==> src/rtl/chan_mux_scan.sv <==
// ============================================================================
// chan_mux_scan : registered N-lane selector with fixed / scan / sweep modes
// Revision      : 1.0
// ============================================================================
`default_nettype none

module chan_mux_scan #(
    parameter int WIDTH    = 4,
    parameter int CHANNELS = 4,
    parameter int SEL_W    = $clog2(CHANNELS),
    parameter int DWELL_W  = 4
) (
    input  logic                      clk,
    input  logic                      rst,
    input  logic [CHANNELS*WIDTH-1:0] data_in,
    input  logic [1:0]                mode,
    input  logic [SEL_W-1:0]          sel_in,
    input  logic [DWELL_W-1:0]        dwell,
    input  logic                      out_ready,
    output logic                      out_valid,
    output logic [WIDTH-1:0]          out_data,
    output logic [SEL_W-1:0]          out_chan,
    output logic                      scan_wrap,
    output logic                      sweep_done
);

    typedef enum logic [2:0] {
        ST_IDLE  = 3'd0,
        ST_FIXED = 3'd1,
        ST_SCAN  = 3'd2,
        ST_SWEEP = 3'd3,
        ST_DONE  = 3'd4
    } state_t;

    localparam logic [SEL_W-1:0] c_last = SEL_W'(CHANNELS - 1);

    state_t               state_q, state_d;
    logic [SEL_W-1:0]     ptr_q, ptr_d;
    logic [DWELL_W-1:0]   cnt_q, cnt_d;
    logic                 valid_q, valid_d;
    logic [WIDTH-1:0]     data_q, data_d;
    logic [SEL_W-1:0]     chan_q, chan_d;
    logic                 wrap_q, wrap_d;
    logic                 done_q, done_d;

    logic                 w_adv;
    logic                 w_xfer;
    logic                 w_load;
    logic                 w_sweep;
    logic [SEL_W-1:0]     w_sel_clamp;
    logic [WIDTH-1:0]     w_lane [CHANNELS];

    generate
        for (genvar k = 0; k < CHANNELS; k++) begin : g_lane
            assign w_lane[k] = data_in[k*WIDTH +: WIDTH];
        end
    endgenerate

    assign w_adv       = !valid_q || out_ready;
    assign w_xfer      = valid_q && out_ready;
    assign w_sweep     = mode[0];
    assign w_sel_clamp = (32'(sel_in) >= 32'(CHANNELS)) ? c_last : sel_in;

    always_comb begin
        state_d = state_q;
        ptr_d   = ptr_q;
        cnt_d   = cnt_q;
        valid_d = valid_q;
        data_d  = data_q;
        chan_d  = chan_q;
        wrap_d  = 1'b0;
        done_d  = done_q;
        w_load  = 1'b0;

        if (w_adv) begin
            case (mode)
                2'b00: begin
                    state_d = ST_IDLE;
                    valid_d = 1'b0;
                end
                2'b01: begin
                    state_d = ST_FIXED;
                    ptr_d   = w_sel_clamp;
                    w_load  = 1'b1;
                end
                default: begin
                    if ((!w_sweep && state_q == ST_SCAN) || (w_sweep && state_q == ST_SWEEP)) begin
                        w_load = 1'b1;
                        // >= rather than == so a lowered dwell advances on the next transfer
                        if (w_xfer) begin
                            if (cnt_q >= dwell) begin
                                cnt_d = '0;
                                if (ptr_q == c_last) begin
                                    wrap_d = 1'b1;
                                    if (w_sweep) begin
                                        state_d = ST_DONE;
                                        done_d  = 1'b1;
                                        valid_d = 1'b0;
                                        w_load  = 1'b0;
                                    end else begin
                                        ptr_d = '0;
                                    end
                                end else begin
                                    ptr_d = ptr_q + 1'b1;
                                end
                            end else begin
                                cnt_d = cnt_q + 1'b1;
                            end
                        end
                    end else if (w_sweep && state_q == ST_DONE) begin
                        valid_d = 1'b0;
                    end else begin
                        state_d = w_sweep ? ST_SWEEP : ST_SCAN;
                        ptr_d   = '0;
                        cnt_d   = '0;
                        done_d  = 1'b0;
                        w_load  = 1'b1;
                    end
                end
            endcase
        end

        if (w_load) begin
            valid_d = 1'b1;
            data_d  = w_lane[ptr_d];
            chan_d  = ptr_d;
        end
    end

    always_ff @(posedge clk or posedge rst) begin
        if (rst) begin
            state_q <= ST_IDLE;
            ptr_q   <= '0;
            cnt_q   <= '0;
            valid_q <= 1'b0;
            data_q  <= '0;
            chan_q  <= '0;
            wrap_q  <= 1'b0;
            done_q  <= 1'b0;
        end else begin
            state_q <= state_d;
            ptr_q   <= ptr_d;
            cnt_q   <= cnt_d;
            valid_q <= valid_d;
            data_q  <= data_d;
            chan_q  <= chan_d;
            wrap_q  <= wrap_d;
            done_q  <= done_d;
        end
    end

    assign out_valid  = valid_q;
    assign out_data   = data_q;
    assign out_chan   = chan_q;
    assign scan_wrap  = wrap_q;
    assign sweep_done = done_q;

endmodule

`default_nettype wire
==> config.mk <==
export PLATFORM = sky130hd
export DESIGN_NAME = chan_mux_scan
export DESIGN_NICKNAME = d
export VERILOG_FILES = /design/src/rtl/chan_mux_scan.sv
export SDC_FILE = /design/constraint.sdc
export NUM_CORES = 1
export LEC_CHECK = 0
export BUFFER_PORTS_ARGS = -buffer_cell sky130_fd_sc_hd__buf_2
export CORE_UTILIZATION = 29
export DETAILED_ROUTE_END_ITERATION = 8
export HOLD_SLACK_MARGIN = 0.08
export PLACE_DENSITY_LB_ADDON = 0.2
export REMOVE_ABC_BUFFERS = 1
export SLEW_MARGIN = 5
export SYNTH_ARGS = -nofsm -noshare
export SYNTH_HDL_FRONTEND = slang
export SYNTH_SLANG_ARGS = --single-unit
==> constraint.sdc <==
create_clock -name clk -period 4.2 [get_ports clk]
set_input_delay 0.42 -clock clk [delete_from_list [all_inputs] [get_ports clk]]
set_output_delay 0.42 -clock clk [all_outputs]
set_load 0.02 [all_outputs]
# Yosys cells after proc, flatten, opt, wreduce, memory -nomap -nowiden

Index checks and enable logic that the tools add are counted.

Flip-flop bits (word level): 18
Output and inout port bits: 9
Logic and storage cells: 102

Add/subtract/negate cells: 2
Magnitude comparators: 2
Equality and inequality tests: 20
Mux-type cells: 52
Bitwise gates (word level): 2
Reduce and logical (&&, ||, !) cells: 16

Operator list:

| operator                                                  | count |
|---|---|
| two-way mux 1 bit                                         | 28 |
| two-way mux 4 bit                                         | 6 |
| inequality test 4 x 2 -> 1 bit (second input constant)    | 5 |
| two-way mux 3 bit                                         | 6 |
| two-way mux 2 bit                                         | 7 |
| AND reduction 7 bit                                       | 2 |
| binary-select mux 4 bit (select 2 bit)                    | 1 |
| inequality test 2 bit (second input constant)             | 4 |
| inequality test 4 x 1 -> 1 bit (second input constant)    | 2 |
| inequality test 4 x 3 -> 1 bit (second input constant)    | 2 |
| equality test 3 x 2 -> 1 bit (second input constant)      | 2 |
| one-hot mux 3 bit (2 select lines)                        | 1 |
| AND reduction 6 bit                                       | 1 |
| adder 4 x 1 -> 4 bit (second input constant)              | 1 |
| greater-or-equal comparator 4 bit                         | 1 |
| logical AND 1 bit                                         | 4 |
| inequality test 2 x 1 -> 1 bit (second input constant)    | 2 |
| one-hot mux 1 bit (2 select lines)                        | 2 |
| one-hot mux 2 bit (2 select lines)                        | 1 |
| AND reduction 4 bit                                       | 1 |
| nonzero test 4 bit                                        | 1 |
| equality test 3 bit (second input constant)               | 1 |
| greater-or-equal comparator 3 bit (second input constant) | 1 |
| inverter 2 -> 3 bit                                       | 1 |
| 9 further kinds                                           | 11 |

# Longest topological paths before layout

Gate-level depths: netlist of run 1.

Depth after elaboration: 11
Mapped depth: 8
Mapped depth without buffers: 8

# Worst setup path before layout of run 1

OpenSTA, ideal clock, no wires.

Kind: input to register
Start point: in dwell[0]
End point: reg data_q[0] (netlist: out_data[0])
Setup time: 0.155 ns
Arrival: 2.152 ns
Setup slack: 1.893 ns
Stages on the path: 7
Buffers on the path: 0
Cells stage by stage: ha_1 > nand2b_4 > a2111oi_4 > o31ai_1 > a311oi_4 > and2_2 > a221oi_1

Longest elaborated chain between the ends: 10
Elaborated cells on any way between the ends: 15
Classes of those cells: order compare: 1; mux: 13; bitwise: 1

RTL lines:

| item                                                  | line | source |
|---|---|---|
| start: declaration                                    | 18   | `input logic [DWELL_W-1:0] dwell,` |
| greater-or-equal comparator 4 bit                     | 91   | `if (cnt_q >= dwell) begin` |
| two-way mux 2 bit                                     | 91   |  |
| two-way mux 2 bit                                     | 90   | `if (w_xfer) begin` |
| two-way mux 2 bit                                     | 87   | `if ((!w_sweep && state_q == ST_SCAN) \|\| (w_sweep && state_q == ST_SWEEP)) begin` |
| one-hot mux 2 bit (2 select lines)                    | 76   | `case (mode)` |
| two-way mux 2 bit                                     | 75   | `if (w_adv) begin` |
| named net ptr_d[1]                                    | 38   | `logic [SEL_W-1:0] ptr_q, ptr_d;` |
| inverter 2 -> 3 bit (not written as such)             | 125  | `data_d = w_lane[ptr_d];` |
| binary-select mux 4 bit (select 2 bit)                | 125  |  |
| two-way mux 4 bit (not written as such) (2 in series) | 125  |  |
| end signal: assignment                                | 145  | `data_q <= data_d;` |
| end: declaration                                      | 41   | `logic [WIDTH-1:0] data_q, data_d;` |

The timed path passes the listed nets, and every way through them passes these cells. The select of a mux whose other input is x is not followed.
A chain may end at the register's enable or synchronous reset.

# Final worst setup path of run 1

Start point: reg cnt_q[0]
End point: reg data_q[3] (netlist: out_data[3])

Longest elaborated chain between the ends: 10
Elaborated cells on any way between the ends: 15
Classes of those cells: order compare: 1; mux: 13; bitwise: 1

RTL lines:

| item                                                  | line | source |
|---|---|---|
| start: declaration                                    | 39   | `logic [DWELL_W-1:0] cnt_q, cnt_d;` |
| start signal: assignment                              | 143  | `cnt_q <= cnt_d;` |
| greater-or-equal comparator 4 bit (*)                 | 91   |  |
| two-way mux 2 bit                                     | 91   |  |
| two-way mux 2 bit                                     | 90   |  |
| two-way mux 2 bit                                     | 87   |  |
| one-hot mux 2 bit (2 select lines)                    | 76   |  |
| two-way mux 2 bit                                     | 75   |  |
| inverter 2 -> 3 bit (not written as such)             | 125  |  |
| binary-select mux 4 bit (select 2 bit)                | 125  |  |
| two-way mux 4 bit (not written as such) (2 in series) | 125  |  |

Mark *: on every way between the ends. The rest lies on a longest branch, timed or not. The select of a mux whose other input is x is not followed.

==> results of run 1 <==
==> cells in the final DEF, fill, tap and decap left out, drive strengths merged, types with 4 or more instances in the layout <==
cell type / n
a21oi: 5
a221oi: 7
and2: 8
buf: 35
clkbuf: 4
dfrtp: 18
ha: 6
inv: 11
mux2i: 5
nand2: 10
nand2b: 4
nor2: 15
o21ai: 11
==> report_power, final <==
part / internal [mW] / total, mW / switching [mW] / leakage [nW]
Sequential: 0.209 / 0.241 / 0.0320 / 0.226
Clock: 0.0835 / 0.150 / 0.0667 / 0.0288
Combinational: 0.117 / 0.273 / 0.155 / 0.512
==> path summary, 6_finish.rpt <==
path / from / end / slack (ns) / depth (start not counted)
setup / recovery: cnt_q[0]$_DFFE_PP0P_ / out_data[3]$_DFFE_PP0P_ / 1.56 / 8
setup reg to reg: cnt_q[0]$_DFFE_PP0P_ / out_data[3]$_DFFE_PP0P_ / 1.56 / 8
min in group clk: out_ready / scan_wrap$_DFF_PP0_ / 0.47 / 3
hold / removal: rst / out_chan[1]$_DFFE_PP0P_ / 0.27 / 2
hold reg to reg: out_chan[1]$_DFFE_PP0P_ / out_chan[1]$_DFFE_PP0P_ / 0.49 / 1
max in group asynchronous: rst / state_q[2]$_DFFE_PP0P_ / 3.46 / 2
==> through the flow <==
step / hold slack, ns / util / setup slack, ns / std cells / instance area (um2)
floorplan: 0.359 / - / 1.89 / 141 / 1310
global placement: 0.475 / 0.354 / 1.57 / 228 / 1550
detailed placement: 0.477 / 0.354 / 1.51 / 228 / 1550
CTS: 0.314 / 0.366 / 1.56 / 232 / 1610
global route: 0.372 / 0.366 / 1.38 / 232 / 1610
finish: 0.275 / 0.366 / 1.56 / 232 / 1610
==> routing by layer <==
metal,routed length (um),vias to the layer above
li1,-,612
met1,1540,587
met2,1530,37
met3,169,5
met4,46,0
met5,0,-
==> final cells by class <==
class                      count  area [um2]  share of cell area
inverter                      11        41.3              0.0257
sequential                    18         450               0.280
multi-input combinational    112         820               0.510
clock buffer                   4        55.1              0.0343
tap                           52        65.1              0.0405
timing repair buffer          35         175               0.109
==> cells by family after synthesis <==
logic type,Yosys count
AND/OR/NAND/NOR,53
AO/OA/AOI/OAI,45
flip-flops,18
buffers and inverters,14
multiplexers,6
adder cells (fa/ha/maj),6
XOR/XNOR,2
==> sequential cells by signal, indices dropped and copies added, names as in the netlist <==
register	cells
state_q	3
out_data	4
cnt_q	4
sweep_done	1
scan_wrap	1
ptr_q	2
out_valid	1
out_chan	2
==> results.sh, run 1 <==
export IMPL_wl_per_cell_um=14.1
export IMPL_max_cap_violations=0
export IMPL_hpwl_um=2520
export IMPL_synth_top_family_by_area="compound AO/OA/AOI/OAI gates"
export IMPL_period_share=0.629
export IMPL_max_freq_mhz=379
export IMPL_cts_buffer_depth=2
export IMPL_crit_path_max_fanout=10
export IMPL_synth_top_cell_area_share=0.338
export IMPL_cp_slowest_cell="a2111oi_4"
export IMPL_start_util=0.304
export IMPL_cpLargestDelayFamily="simple AND/OR/NAND/NOR gates"
export IMPL_arrival_ns=2.75
export IMPL_met3_usage=0.0262
export IMPL_slowest_delay_ns=0.51
export IMPL_core_um2=4380
export IMPL_timing_slew_headroom=0.504
export IMPL_status="complete, no violations"
export IMPL_place_gp_congestion=0.845
export IMPL_clk_pin_slew_ns=0.08
export IMPL_vias_per_cell=5.35
export IMPL_maxSlewViolCount=0
export IMPL_grt_total_usage=0.142
export IMPL_grt_overflow=0
export IMPL_grt_pass1_wl_um=5660
export IMPL_synth_top_cell_by_area="dfrtp_1"
export IMPL_critPathLaunchType="flop"
export IMPL_holdCritPathClass="input pin to asynchronous set/reset pin"
export IMPL_syn_area_um2=1330
export IMPL_nNetsFinal=214
export IMPL_antenna_left=0
export IMPL_grt_util_met2=0.238
export IMPL_setup_viol=0
export IMPL_fin_crit_ns=2.64
export IMPL_post_cts_setup_buffer_count=0
export IMPL_power_density_nw_per_um2=413
export IMPL_placementRows=24
export IMPL_die_w_um=69.8
export IMPL_critical_path_class="flop to flop"
export IMPL_ios=36
export IMPL_synth_edf_count=0
export IMPL_clk_latency_ns=0.26
export IMPL_drtIter0Drc=66
export IMPL_yosysSeqAreaShare=0.338
export IMPL_cts_root_buffer="clkbuf_8"
export IMPL_dr_total_vias=1241
export IMPL_clock_sinks=18
export IMPL_ys_warn_count=0
export IMPL_hold_viol=0
export IMPL_tightest_slew_ns=0.743
export IMPL_ys_ff_latch=18
export IMPL_worstPathRequired_ns=4.30
export IMPL_grt_busiest_layer="met2"
export IMPL_post_cts_resized=0
export IMPL_crit_path_cell_trace="inv_1 -> ha_1 -> nand2b_4 -> a2111oi_4 -> nor4b_1 -> nor2_1 -> and2_2 -> a221oi_1"
export IMPL_avgSynthCellArea_um2=9.25
export IMPL_grt_max_degree=19
export IMPL_drive_gt1_frac=0.306
export IMPL_synthFlopType="dfrtp_1"
export IMPL_ctsHoldBuffers=0
export IMPL_synth_compound_area_frac=0.268
export IMPL_post_layout_total_power_mw=0.664
export IMPL_synth_area_leaders="dfrtp_1 34%, ha_1 5.6%, a221oi_1 4.6%"
export IMPL_cts_tree="built"
export IMPL_synthMuxAreaShare=0.0460
export IMPL_yosysUniqueCellTypes=48
export IMPL_synth_common_cells="18 x dfrtp_1, 14 x nor2_1, 11 x inv_1, 11 x o21ai_0, 9 x nand2_1"
export IMPL_numPortBuffers=35
export IMPL_yosys_area_share_simple=0.232
export IMPL_leakagePower_nw=0.767
export IMPL_antenna_found_initial=0
export IMPL_peakVddDrop_mv=0.138
export IMPL_synth_xor_area_share=0.0131
export IMPL_dieHeight_um=69.8
export IMPL_die_area_um2=4870
export IMPL_nFillCells=445
export IMPL_path_buf_inv=1
export IMPL_routed_wl_um=3280
export IMPL_synthArstFlopShare=1.00
export IMPL_cts_buffers=3
export IMPL_grt_pass1_vias=1232
export IMPL_grt_setup_unrepaired="no"
export IMPL_use_met1=0.181
export IMPL_drt_pre_antenna_iters=4
export IMPL_fin_tns_setup_ns=0
export IMPL_skew_ns=0.00129
export IMPL_synth_most_common_cell="dfrtp_1"
export IMPL_synth_cells=144
export IMPL_htreeDepth=1
export IMPL_drc=0
export IMPL_syn2layout_area_growth_pct=20.6
export IMPL_antennaDiodeCount=0
export IMPL_synth_adder_area_share=0.0563
export IMPL_cp_end_kind="flop"
Power figures use the tool's default switching activity.
==> run 2, diff against run 1 <==
Settings changed: ABC_AREA set to 1.
Clock period 4.2 ns to 2.15 ns, I/O delays scaled along.
==> results.sh, run 2 <==
export IMPL_status="complete, no violations"
export IMPL_ys_ff_latch=18
export IMPL_drc=0
export IMPL_dr_total_vias=1240
export IMPL_tightest_slew_ns=0.718
export IMPL_setup_viol=0
export IMPL_synth_edf_count=0
export IMPL_die_w_um=68.4
export IMPL_rrSetupSlack_ns=0.14
export IMPL_yosysSeqAreaShare=0.352
export IMPL_grt_total_usage=0.138
export IMPL_synthFlopType="dfrtp_1"
export IMPL_yosysUniqueCellTypes=28
export IMPL_syn_area_um2=1280
export IMPL_grt_overflow=0
export IMPL_placementRows=23
export IMPL_hpwl_um=2320
export IMPL_drt_pre_antenna_iters=4
export IMPL_numPortBuffers=35
export IMPL_start_util=0.311
export IMPL_die_area_um2=4680
export IMPL_syn2layout_area_growth_pct=28.5
export IMPL_p_sw_frac=0.432
export IMPL_hold_viol=0
export IMPL_synth_top_cell_area_share=0.352
export IMPL_dieHeight_um=68.4
export IMPL_synth_most_common_cell="nand2_1"
export IMPL_maxSlewViolCount=0
export IMPL_antennaDiodeCount=0
export IMPL_ios=36
export IMPL_clk_latency_ns=0.26
export IMPL_worstPathRequired_ns=2.29
export IMPL_max_freq_mhz=498
export IMPL_avgSynthCellArea_um2=7.14
export IMPL_peakVddDrop_mv=0.311
export IMPL_period_share=0.934
export IMPL_htreeDepth=1
export IMPL_final_util=0.399
export IMPL_post_dp_cell_area_um2=1540
export IMPL_drive_gt1_frac=0.295
export IMPL_place_gp_congestion=0.860
export IMPL_wl_per_cell_um=10.5
export IMPL_cp_end_kind="flop"
export IMPL_pwr_share_clk=0.157
export IMPL_synthArstFlopShare=1.00
export IMPL_p_switching_mw=0.650
export IMPL_critPathLaunchType="flop"
export IMPL_critical_path_class="flop to flop"
export IMPL_grt_max_degree=19
export IMPL_antenna_found_initial=0
export IMPL_cts_root_buffer="clkbuf_8"
export IMPL_timing_slew_headroom=0.521
export IMPL_clk_pin_slew_ns=0.07
export IMPL_power_density_nw_per_um2=916
export IMPL_cts_buffers=3
export IMPL_p_int_mw=0.855
export IMPL_pwr_share_seq=0.352
export IMPL_synth_top_cell_by_area="dfrtp_1"
export IMPL_max_cap_violations=0
export IMPL_leakagePower_nw=0.915
export IMPL_nNetsFinal=259
export IMPL_crit_path_max_fanout=12
export IMPL_cts_tree="built"
export IMPL_clock_sinks=18
export IMPL_core_um2=4120
export IMPL_most_common_layout_cells="40 x nand2_1, 35 x buf_2, 30 x inv_1"
export IMPL_grt_pass1_vias=1102
export IMPL_final_area_um2=1640
export IMPL_routed_wl_um=2880
export IMPL_arrival_ns=2.15
export IMPL_cts_buffer_depth=2
export IMPL_synth_area_leaders="dfrtp_1 35%, nand2_1 12%, nand3_1 9.8%"
export IMPL_grt_pass1_wl_um=4770
export IMPL_combPwrFrac=0.490
export IMPL_layout_commonest_cell="nand2_1"
export IMPL_drtIter0Drc=46
export IMPL_fin_crit_ns=2.01
export IMPL_holdCritPathClass="input pin to asynchronous set/reset pin"
export IMPL_antenna_left=0
export IMPL_synth_cells=179
export IMPL_ys_warn_count=0
export IMPL_vias_per_cell=4.53
export IMPL_synth_common_cells="40 x nand2_1, 30 x inv_1, 25 x nand3_1"
export IMPL_skew_ns=0.00490
## run 2: area by class of cell
class,count,area [um2]
clock buffer,3,41.3
fill,421,2470
inverter,33,124
multi-input combinational,127,729
sequential,18,450
tap,50,62.6
timing repair buffer,43,235
## run 2: final timing paths
| path | cells after the start | from | end |
|---|---|---|---|
| setup / recovery | 11 | cnt_q[3]$_DFFE_PP0P_ | out_data[2]$_DFFE_PP0P_ |
| hold / removal | 2 | rst | cnt_q[0]$_DFFE_PP0P_ |
| setup reg to reg | 11 | cnt_q[3]$_DFFE_PP0P_ | out_data[2]$_DFFE_PP0P_ |
| hold reg to reg | 2 | out_data[0]$_DFFE_PP0P_ | out_data[0]$_DFFE_PP0P_ |
| max in group asynchronous | 2 | rst | out_data[2]$_DFFE_PP0P_ |
| min in group clk | 4 | data_in[9] | out_data[1]$_DFFE_PP0P_ |
## run 2: timing repair
action                                  CTS  global route
endpoints found under the setup margin    0             7
setup buffers                             0             3
gates resized for setup                   0             6
endpoints found under the hold margin     0             0
hold buffers                              0             0
## run 2: critical path: stages (launching register included)
cell	delay, ns
dfrtp_1	0.41
ha_4	0.29
nand4_1	0.15
nand3_4	0.16
nand3_1	0.11
nand2_1	0.09
nand2_2	0.07
nand2_4	0.10
nand2_4	0.10
or2_2	0.29
nand3_1	0.07
nand3_1	0.06
## run 2: cell families after synthesis
| kind of cell | share of synthesized area |
|---|---|
| AND/OR/NAND/NOR | 0.372 |
| buffers and inverters | 0.106 |
| adder cells (fa/ha/maj) | 0.0587 |
| AO/OA/AOI/OAI | 0.0978 |
| XOR/XNOR | 0.0137 |
| flip-flops | 0.352 |
## run 2: layer usage
layer,up-vias,GRT usage,part of all wire
met1,538,0.183,0.48
li1,665,-,-
met3,5,0.0217,0.047
met5,-,0,0
met4,0,0.0625,0.017
met2,32,0.219,0.46
## run 2: per-stage QoR
stage	worst slack, ns	std cells	hold WS (ns)	setup TNS, ns	total power, mW
floorplan	0.232	178	0.154	0	1.04
global placement	0.0597	268	0.372	0	1.27
detailed placement	0.0293	268	0.381	0	1.26
CTS	0.0112	271	0.101	0	1.50
global route	-0.00278	274	0.151	-0.00278	1.63
finish	0.142	274	0.0670	0	1.51
## run 2: power groups by stage
| stage | Clock (mW) | Combinational [mW] | Sequential [mW] |
|---|---|---|---|
| finish | 0.237 | 0.738 | 0.530 |
| global route | 0.256 | 0.832 | 0.545 |
| CTS | 0.243 | 0.723 | 0.531 |
| detailed placement | 0 | 0.722 | 0.536 |
| global placement | 0 | 0.728 | 0.538 |
| floorplan | 0 | 0.426 | 0.610 |
==> run 3, diff against run 2 <==
--- a/config.mk
+++ b/config.mk
@@ -7,6 +7,7 @@
 export LEC_CHECK = 0
 export ABC_AREA = 1
+export ABC_CLOCK_PERIOD_IN_PS = 2150
 export BUFFER_PORTS_ARGS = -buffer_cell sky130_fd_sc_hd__buf_2
-export CORE_UTILIZATION = 29
+export CORE_UTILIZATION = 46
 export DETAILED_ROUTE_END_ITERATION = 8
 export HOLD_SLACK_MARGIN = 0.08
==> constraint.sdc (replaced) <==
create_clock -name clk -period 2.15 [get_ports clk]
set_input_delay 0.3225 -clock clk [delete_from_list [all_inputs] [get_ports clk]]
set_output_delay 0.3225 -clock clk [all_outputs]
set_load 0.02 [all_outputs]
==> results.sh, run 3 (same netlist as run 2, synthesis figures left out) <==
export IMPL_drive_gt1_frac=0.314
export IMPL_post_dp_cell_area_um2=1510
export IMPL_ctsHoldBuffers=0
export IMPL_arrival_ns=2.23
export IMPL_cp_end_kind="flop"
export IMPL_timing_slew_headroom=0.520
export IMPL_final_area_um2=1620
export IMPL_placementRows=18
export IMPL_die_area_um2=2990
export IMPL_holdCritPathClass="input pin to asynchronous set/reset pin"
export IMPL_cts_tree="built"
export IMPL_core_um2=2540
export IMPL_critPathLaunchType="flop"
export IMPL_wl_per_cell_um=11.7
export IMPL_fin_crit_ns=2.04
export IMPL_worstPathRequired_ns=2.34
export IMPL_die_w_um=54.7
export IMPL_syn2layout_area_growth_pct=27.0
export IMPL_grt_total_usage=0.218
export IMPL_antenna_found_initial=0
export IMPL_nNetsFinal=261
export IMPL_drc=0
export IMPL_clk_pin_slew_ns=0.10
export IMPL_nFillCells=233
export IMPL_leakagePower_nw=0.913
export IMPL_drt_pre_antenna_iters=4
export IMPL_period_share=0.947
export IMPL_start_util=0.502
export IMPL_routed_wl_um=2980
export IMPL_drtIter0Drc=35
export IMPL_max_freq_mhz=491
export IMPL_setup_viol=0
export IMPL_cts_buffer_depth=2
export IMPL_numPortBuffers=35
export IMPL_max_cap_violations=0
export IMPL_slowest_delay_ns=0.42
export IMPL_antenna_left=0
export IMPL_skew_ns=0.00148
export IMPL_place_gp_congestion=0.831
export IMPL_grt_max_degree=19
export IMPL_grt_pass1_wl_um=4680
export IMPL_critical_path_class="flop to flop"
export IMPL_cpLargestDelayFamily="simple AND/OR/NAND/NOR gates"
export IMPL_dr_total_vias=1327
export IMPL_tightest_slew_ns=0.720
export IMPL_layout_commonest_cell="nand2_1"
export IMPL_clk_latency_ns=0.30
export IMPL_most_common_layout_cells="39 x nand2_1, 35 x buf_2, 30 x inv_1"
export IMPL_power_density_nw_per_um2=902
export IMPL_final_util=0.638
export IMPL_cp_slowest_cell="dfrtp_1"
export IMPL_cts_buffers=3
export IMPL_peakVddDrop_mv=0.605
export IMPL_maxSlewViolCount=0
export IMPL_status="complete, no violations"
export IMPL_clock_sinks=18
export IMPL_crit_path_max_fanout=12
export IMPL_vias_per_cell=5.18
export IMPL_ios=36
export IMPL_hold_viol=0
export IMPL_hpwl_um=2220
export IMPL_grt_pass1_vias=1118
export IMPL_dieHeight_um=54.7
export IMPL_antennaDiodeCount=0
export IMPL_htreeDepth=1
export IMPL_path_buf_inv=2
export IMPL_crit_path_cell_trace="ha_1 -> nand2_1 -> inv_1 -> nand2_1 -> nand3_2 -> nand3_2 -> nand2_2 -> inv_2 -> nand2_2 -> nand2_4 -> nand2_8 -> or2_2 -> nand3_1 -> nand3_1"
export IMPL_worst_slack_ns=0.113
export IMPL_post_place_ws_ns=0.0360
export IMPL_grt_overflow=0
export IMPL_cts_root_buffer="clkbuf_4"
run 3: final timing paths:
path	from	endpoint	slack, ns	cells after the start
max	cnt_q[2]$_DFFE_PP0P_	out_data[2]$_DFFE_PP0P_	0.11	14
min	rst	ptr_q[0]$_DFF_PP0_	0.12	2
max reg2reg	cnt_q[2]$_DFFE_PP0P_	out_data[2]$_DFFE_PP0P_	0.11	14
min reg2reg	out_data[0]$_DFFE_PP0P_	out_data[0]$_DFFE_PP0P_	0.49	2
max in group asynchronous	rst	cnt_q[0]$_DFFE_PP0P_	1.53	2
min in group clk	data_in[9]	out_data[1]$_DFFE_PP0P_	0.32	4
run 3: final cells by class:
class | count | area, um2 | share of cell area
timing repair buffer | 45 | 250 | 0.154
multi-input combinational | 127 | 738 | 0.455
sequential | 18 | 452 | 0.278
clock buffer | 3 | 22.5 | 0.0139
tap | 30 | 37.5 | 0.0231
inverter | 33 | 124 | 0.0763
run 3: per-stage QoR:
step                      power, mW  instances  hold slack [ns]  setup TNS [ns]
final                          1.46        256            0.122               0
after global routing           1.58        256            0.173         -0.0267
after CTS                      1.42        250            0.145               0
after detailed placement       1.24        247            0.468               0
after global placement         1.22        247            0.466               0
after floorplan                1.04        178            0.261               0
run 3: per-layer routing:
metal	routed length (um)	GRT usage	vias up
met2	1400	0.333	41
met3	137	0.0278	7
met5	0	0	-
met4	65	0.107	0
li1	-	-	665
met1	1380	0.297	614
run 3: worst reg2reg max path: stages, from the launching register on:
cell,delay (ns)
dfrtp_1,0.42
ha_1,0.30
nand2_1,0.08
inv_1,0.04
nand2_1,0.08
nand3_2,0.12
nand3_2,0.09
nand2_2,0.07
inv_2,0.06
nand2_2,0.05
nand2_4,0.11
nand2_8,0.08
or2_2,0.29
nand3_1,0.07
nand3_1,0.07
run 3: report_power, final:
group          total [mW]  switching (mW)  leakage, nW  internal (mW)
Combinational       0.754           0.466        0.674          0.287
Clock               0.175           0.110       0.0138         0.0654
Sequential          0.535          0.0850        0.225          0.450
run 3: what timing repair did:
item	4_1_cts	5_1_grt
setup endpoints to repair	0	6
resized for setup	0	9
endpoints found under the hold margin	0	0
buffers inserted	0	6
